### src/rtl/sum_display_driver_pkg.sv
// Shared types and constants for the 4-digit sum display driver:
// digit-slot encoding, active-low segment patterns and anode helpers.
package sum_display_driver_pkg;

  typedef enum logic [1:0] {
    DIG0 = 2'd0,
    DIG1 = 2'd1,
    DIG2 = 2'd2,
    DIG3 = 2'd3
  } digit_t;

  localparam logic [6:0] SEG_BLANK = 7'h7F;
  localparam logic [3:0] AN_OFF    = 4'hF;

  // Active-low {g,f,e,d,c,b,a} glyphs for 0..F.
  function automatic logic [6:0] seg_digit(input logic [3:0] nibble);
    logic [6:0] pattern;
    case (nibble)
      4'h0:    pattern = 7'h40;
      4'h1:    pattern = 7'h79;
      4'h2:    pattern = 7'h24;
      4'h3:    pattern = 7'h30;
      4'h4:    pattern = 7'h19;
      4'h5:    pattern = 7'h12;
      4'h6:    pattern = 7'h02;
      4'h7:    pattern = 7'h78;
      4'h8:    pattern = 7'h00;
      4'h9:    pattern = 7'h10;
      4'hA:    pattern = 7'h08;
      4'hB:    pattern = 7'h03;
      4'hC:    pattern = 7'h46;
      4'hD:    pattern = 7'h21;
      4'hE:    pattern = 7'h06;
      default: pattern = 7'h0E;
    endcase
    return pattern;
  endfunction

  function automatic logic [3:0] an_pattern(input digit_t idx);
    return ~(4'b0001 << idx);
  endfunction

endpackage

### src/rtl/sum_display_driver_seg7_encode.sv
// Combinational nibble-to-segment encoder with a blanking override.
module seg7_encode
  import sum_display_driver_pkg::*;
(
  input  logic [3:0] nibble,
  input  logic       blank,
  output logic [6:0] seg
);

  always_comb begin
    seg = SEG_BLANK;
    if (!blank) begin
      seg = seg_digit(nibble);
    end
  end

endmodule

### src/rtl/sum_display_driver.sv
// Multiplexed 4-digit 7-segment driver for a 5-bit adder result. The
// displayed value and its radix only change at frame boundaries.
module sum_display_driver
  import sum_display_driver_pkg::*;
#(
  parameter int REFRESH_DIV = 100000,
  parameter int CNT_W       = 17
) (
  input  logic       clk,
  input  logic       rst,
  input  logic [4:0] sum_in,
  input  logic       load,
  input  logic       hex_mode,
  output logic [3:0] an,
  output logic [6:0] seg,
  output logic       dp,
  output logic       pending
);

  logic [CNT_W-1:0] cnt;
  logic             tc;
  logic             boundary;
  digit_t           idx;
  digit_t           idx_next;

  logic [4:0] shadow;
  logic [4:0] disp;
  logic       disp_hex;

  logic [1:0] tens;
  logic [4:0] rem;
  logic [3:0] dig_nibble;
  logic       dig_blank;
  logic [6:0] seg_next;
  logic [3:0] an_next;

  assign tc       = (cnt == CNT_W'(REFRESH_DIV - 1));
  assign boundary = tc && (idx == DIG3);

  always_ff @(posedge clk or posedge rst) begin
    if (rst) begin
      cnt <= '0;
    end else if (tc) begin
      cnt <= '0;
    end else begin
      cnt <= cnt + CNT_W'(1);
    end
  end

  always_ff @(posedge clk or posedge rst) begin
    if (rst) begin
      idx <= DIG0;
    end else begin
      idx <= idx_next;
    end
  end

  always_comb begin
    idx_next = idx;
    if (tc) begin
      case (idx)
        DIG0:    idx_next = DIG1;
        DIG1:    idx_next = DIG2;
        DIG2:    idx_next = DIG3;
        default: idx_next = DIG0;
      endcase
    end
  end

  // A load that lands on the boundary goes straight to disp so it is
  // never left stranded in the shadow for a whole extra frame.
  always_ff @(posedge clk or posedge rst) begin
    if (rst) begin
      shadow   <= '0;
      disp     <= '0;
      disp_hex <= 1'b0;
      pending  <= 1'b0;
    end else begin
      if (load) begin
        shadow <= sum_in;
      end
      if (boundary) begin
        disp     <= load ? sum_in : shadow;
        disp_hex <= hex_mode;
        pending  <= 1'b0;
      end else if (load) begin
        pending <= 1'b1;
      end
    end
  end

  // Decimal split by successive compares; tens never exceeds 3 for 0..31.
  always_comb begin
    tens = 2'd0;
    rem  = disp;
    if (disp >= 5'd30) begin
      tens = 2'd3;
      rem  = disp - 5'd30;
    end else if (disp >= 5'd20) begin
      tens = 2'd2;
      rem  = disp - 5'd20;
    end else if (disp >= 5'd10) begin
      tens = 2'd1;
      rem  = disp - 5'd10;
    end
  end

  always_comb begin
    dig_nibble = 4'h0;
    dig_blank  = 1'b1;
    case (idx)
      DIG0: begin
        dig_nibble = disp_hex ? disp[3:0] : rem[3:0];
        dig_blank  = 1'b0;
      end
      DIG1: begin
        dig_nibble = disp_hex ? {3'b000, disp[4]} : {2'b00, tens};
        dig_blank  = !disp_hex && (tens == 2'd0);
      end
      default: begin
        dig_nibble = 4'h0;
        dig_blank  = 1'b1;
      end
    endcase
  end

  seg7_encode u_encode (
    .nibble (dig_nibble),
    .blank  (dig_blank),
    .seg    (seg_next)
  );

  assign an_next = an_pattern(idx);

  always_ff @(posedge clk or posedge rst) begin
    if (rst) begin
      an  <= AN_OFF;
      seg <= SEG_BLANK;
      dp  <= 1'b1;
    end else begin
      an  <= an_next;
      seg <= seg_next;
      dp  <= 1'b1;
    end
  end

endmodule

### config.mk
export PLATFORM = sky130hd
export DESIGN_NAME = sum_display_driver
export DESIGN_NICKNAME = d
export VERILOG_FILES = /design/src/rtl/sum_display_driver_pkg.sv /design/src/rtl/sum_display_driver_seg7_encode.sv /design/src/rtl/sum_display_driver.sv
export SDC_FILE = /design/constraint.sdc
export NUM_CORES = 1
export LEC_CHECK = 0
export CORE_MARGIN = 2
export CORE_UTILIZATION = 40
export CTS_BUF_LIST = sky130_fd_sc_hd__clkbuf_16
export CTS_CLUSTER_DIAMETER = 200
export DETAILED_ROUTE_END_ITERATION = 16
export DONT_BUFFER_PORTS = 1
export GPL_TIMING_DRIVEN = 0
export PLACE_DENSITY = 0.58
export SLEW_MARGIN = 25
export SYNTH_ARGS = -nofsm -noshare
export SYNTH_HDL_FRONTEND = slang
export SYNTH_SLANG_ARGS = --single-unit
export TNS_END_PERCENT = 10
### constraint.sdc
create_clock -name clk -period 2.7 [get_ports clk]
set_input_delay 0.27 -clock clk [delete_from_list [all_inputs] [get_ports clk]]
set_output_delay 0.27 -clock clk [all_outputs]
set_load 0.005 [all_outputs]
==> results.json <==
{
  "fin_nets": 253,
  "syn_nets": 238,
  "grt_util_all_layers_pct": 15.0,
  "worstPathRequired_ps": 2910,
  "critical_path_class": "register to register",
  "clkSinkCount": 42,
  "grt_pass1_wl_mm": 7.51,
  "synth_flop_cell": "dfrtp_1",
  "slew_headroom_pct": 61.2,
  "drtAntennaViolNets": 0,
  "antenna_found_initial": 0,
  "route.vias.total": 1609,
  "fin_worst_skew_ps": 6.40,
  "drive_above_1_share_pct": 24.0,
  "drtIter0Drc": 90,
  "critPathLaunchType": "register",
  "vias_per_cell": 5.35,
  "worstHoldStart": "hex_mode",
  "synthCells": 213,
  "synthArstFlopShare_pct": 100,
  "clk_path_buf_depth": 2,
  "drcViolationCount": 0,
  "avgSynthCellArea_sq_um": 11.0,
  "yosys_warnings": 0,
  "power_mw": 1.63,
  "n_antenna_cell": 0,
  "setup_viol": 0,
  "synth_largest_area_cell": "dfrtp_1",
  "first_pass_iters": 4,
  "cts_buffers": 5,
  "yosys.area.top_type_share_pct": 33.1,
  "cp-startpoint": "disp[2]",
  "wire_per_inst_microns": 14.5,
  "clock_latency_ps": 280,
  "synth_seq_cells": 42,
  "place_hpwl_mm": 3.03,
  "h-tree-depth": 2,
  "r2r-start": "disp[2]",
  "hold_viol_final": 0,
  "ys_seq_area_share_pct": 45.4,
  "initial_core_util_pct": 42.0,
  "layout_commonest_cell": "dfrtp_1",
  "cp-end-kind": "register",
  "yosysUniqueCellTypes": 50,
  "worst_slew_pin_slew_ps": 577,
  "cts_tree": "yes",
  "rsz0062_at_grt": "no",
  "grt_pass1_vias": 1593,
  "drv_cap": 0,
  "slew_viol_final": 0,
  "synthToLayoutAreaGrowth_pct": 17.1,
  "fmax_ghz": 0.393,
  "cp_data_arrival_time_ps": 2760,
  "core-area_sq_um": 5570,
  "setup_tns_ps": 0,
  "leakagePower_nw": 1.18,
  "post-route-period-util_pct": 94.2,
  "vdd_drop_max_v": 0.000233,
  "routed_wl_mm": 4.35,
  "netlist_area_sq_um": 2340,
  "cts-root-buf": "clkbuf_16",
  "die_width_microns": 80.5,
  "synth_edf_count": 0,
  "postLayoutCoreUtil_pct": 49.2,
  "cts.clk_slew.worst_paths_ps": 60,
  "port_buffers": 0,
  "grt_max_degree": 23,
  "die_h_microns": 80.5,
  "die_area_sq_um": 6490,
  "overflow": 0,
  "fp-row-count": 27,
  "period_minus_slack_ps": 2540,
  "hp-class": "primary input to register",
  "critPathMaxFanout": 8,
  "power.density_nw_per_um2": 593,
  "status": "finished clean",
  "yosys-top-cells-area": "dfrtp_1 (33%), dfstp_2 (12%), ha_1 (8.5%), xnor2_1 (4.1%), mux2_4 (3.8%)",
  "ioPinCount": 22,
  "final_cell_mix": "dfrtp_1 (29), inv_1 (16), nor2_1 (15), ha_1 (15), nand2_1 (13)",
  "gp_congestion": 0.834
}
power by group:
part | internal (mW) | switching, mW
Combinational | 0.0778 | 0.0872
Sequential | 0.672 | 0.0201
Clock | 0.531 | 0.240
registers in the layout, indices dropped and copies added (netlist names):
register,flops
disp,5
shadow,5
cnt,17
disp_hex,1
pending,1
idx,2
an,4
seg,7
routing by layer:
metal	share of wire, %	GRT usage [%]	routed length [microns]
met5	0	0	0
met3	3.4	3.60	149
met2	50	24.5	2170
met1	45	19.0	1960
met4	1.7	6.10	74
per-stage QoR:
stage / worst slack, ps / instances / cell area [sq um] / hold WS [ps]
CTS: 11.8 / 295 / 2680 / 131
detailed placement: -122 / 286 / 2460 / 218
floorplan: 131 / 213 / 2340 / 419
global route: 15.2 / 301 / 2750 / 135
global placement: -132 / 285 / 2430 / 420
finish: 156 / 301 / 2750 / 137
logic make-up after synthesis:
family,Yosys count,synth area share (%)
other,1,0.160
AOI/OAI and AO/OA,36,13.0
muxes,15,8.01
adders and majority gates,16,8.54
DFF,42,45.4
and+or+nand+nor,63,14.3
buffers and inverters,24,4.59
xor gates and xnor gates,16,5.98
repair_timing:
item | CTS | global route
pin swaps | 0 | 0
buffers inserted | 0 | 6
endpoints found under the setup margin | 3 | 6
hold buffers | 1 | 0
resized for setup | 3 | 5
endpoints found under the hold margin | 10 | 0
critical path, stage by stage (launching register included):
cell	delay (ps)
dfrtp_2	460
inv_1	140
ha_1	180
nand2b_1	60
a211o_1	310
a31oi_2	180
xnor2_1	90
a32o_2	270
ha_1	250
or3_1	390
o221ai_2	70
nand2_1	70
cell type report:
class                           instances  area [sq um]
Sequential cell                        42          1070
Clock inverter                          3          68.8
Tap cell                               72          90.1
Fill cell                             491          2830
Clock buffer                            5           125
Buffer                                  7          43.8
Multi-Input combinational cell        147          1200
Inverter                               17          63.8
Timing Repair Buffer                    8          82.6
cells in the mapped netlist, types with 4 or more instances:
library cell  count
nand4_1           5
inv_1            17
ha_1             16
xnor2_1          11
mux2_2            5
a31oi_1           5
nor2b_1           4
o21ai_0           6
xor2_1            5
nor2_1           15
mux2_4            6
nand3_1          10
dfrtp_1          31
nand2_1          13
dfstp_2          11
worst paths after layout:
check	to	slack [ps]	depth (start not counted)
max in group asynchronous	disp[2]	1750	3
max reg2reg	seg[0]	160	11
min	disp_hex	140	1
min in group asynchronous	cnt[9]	470	2
min reg2reg	cnt[0]	490	1
max	seg[0]	160	11
Note: power is estimated with default switching activity, not from simulation.
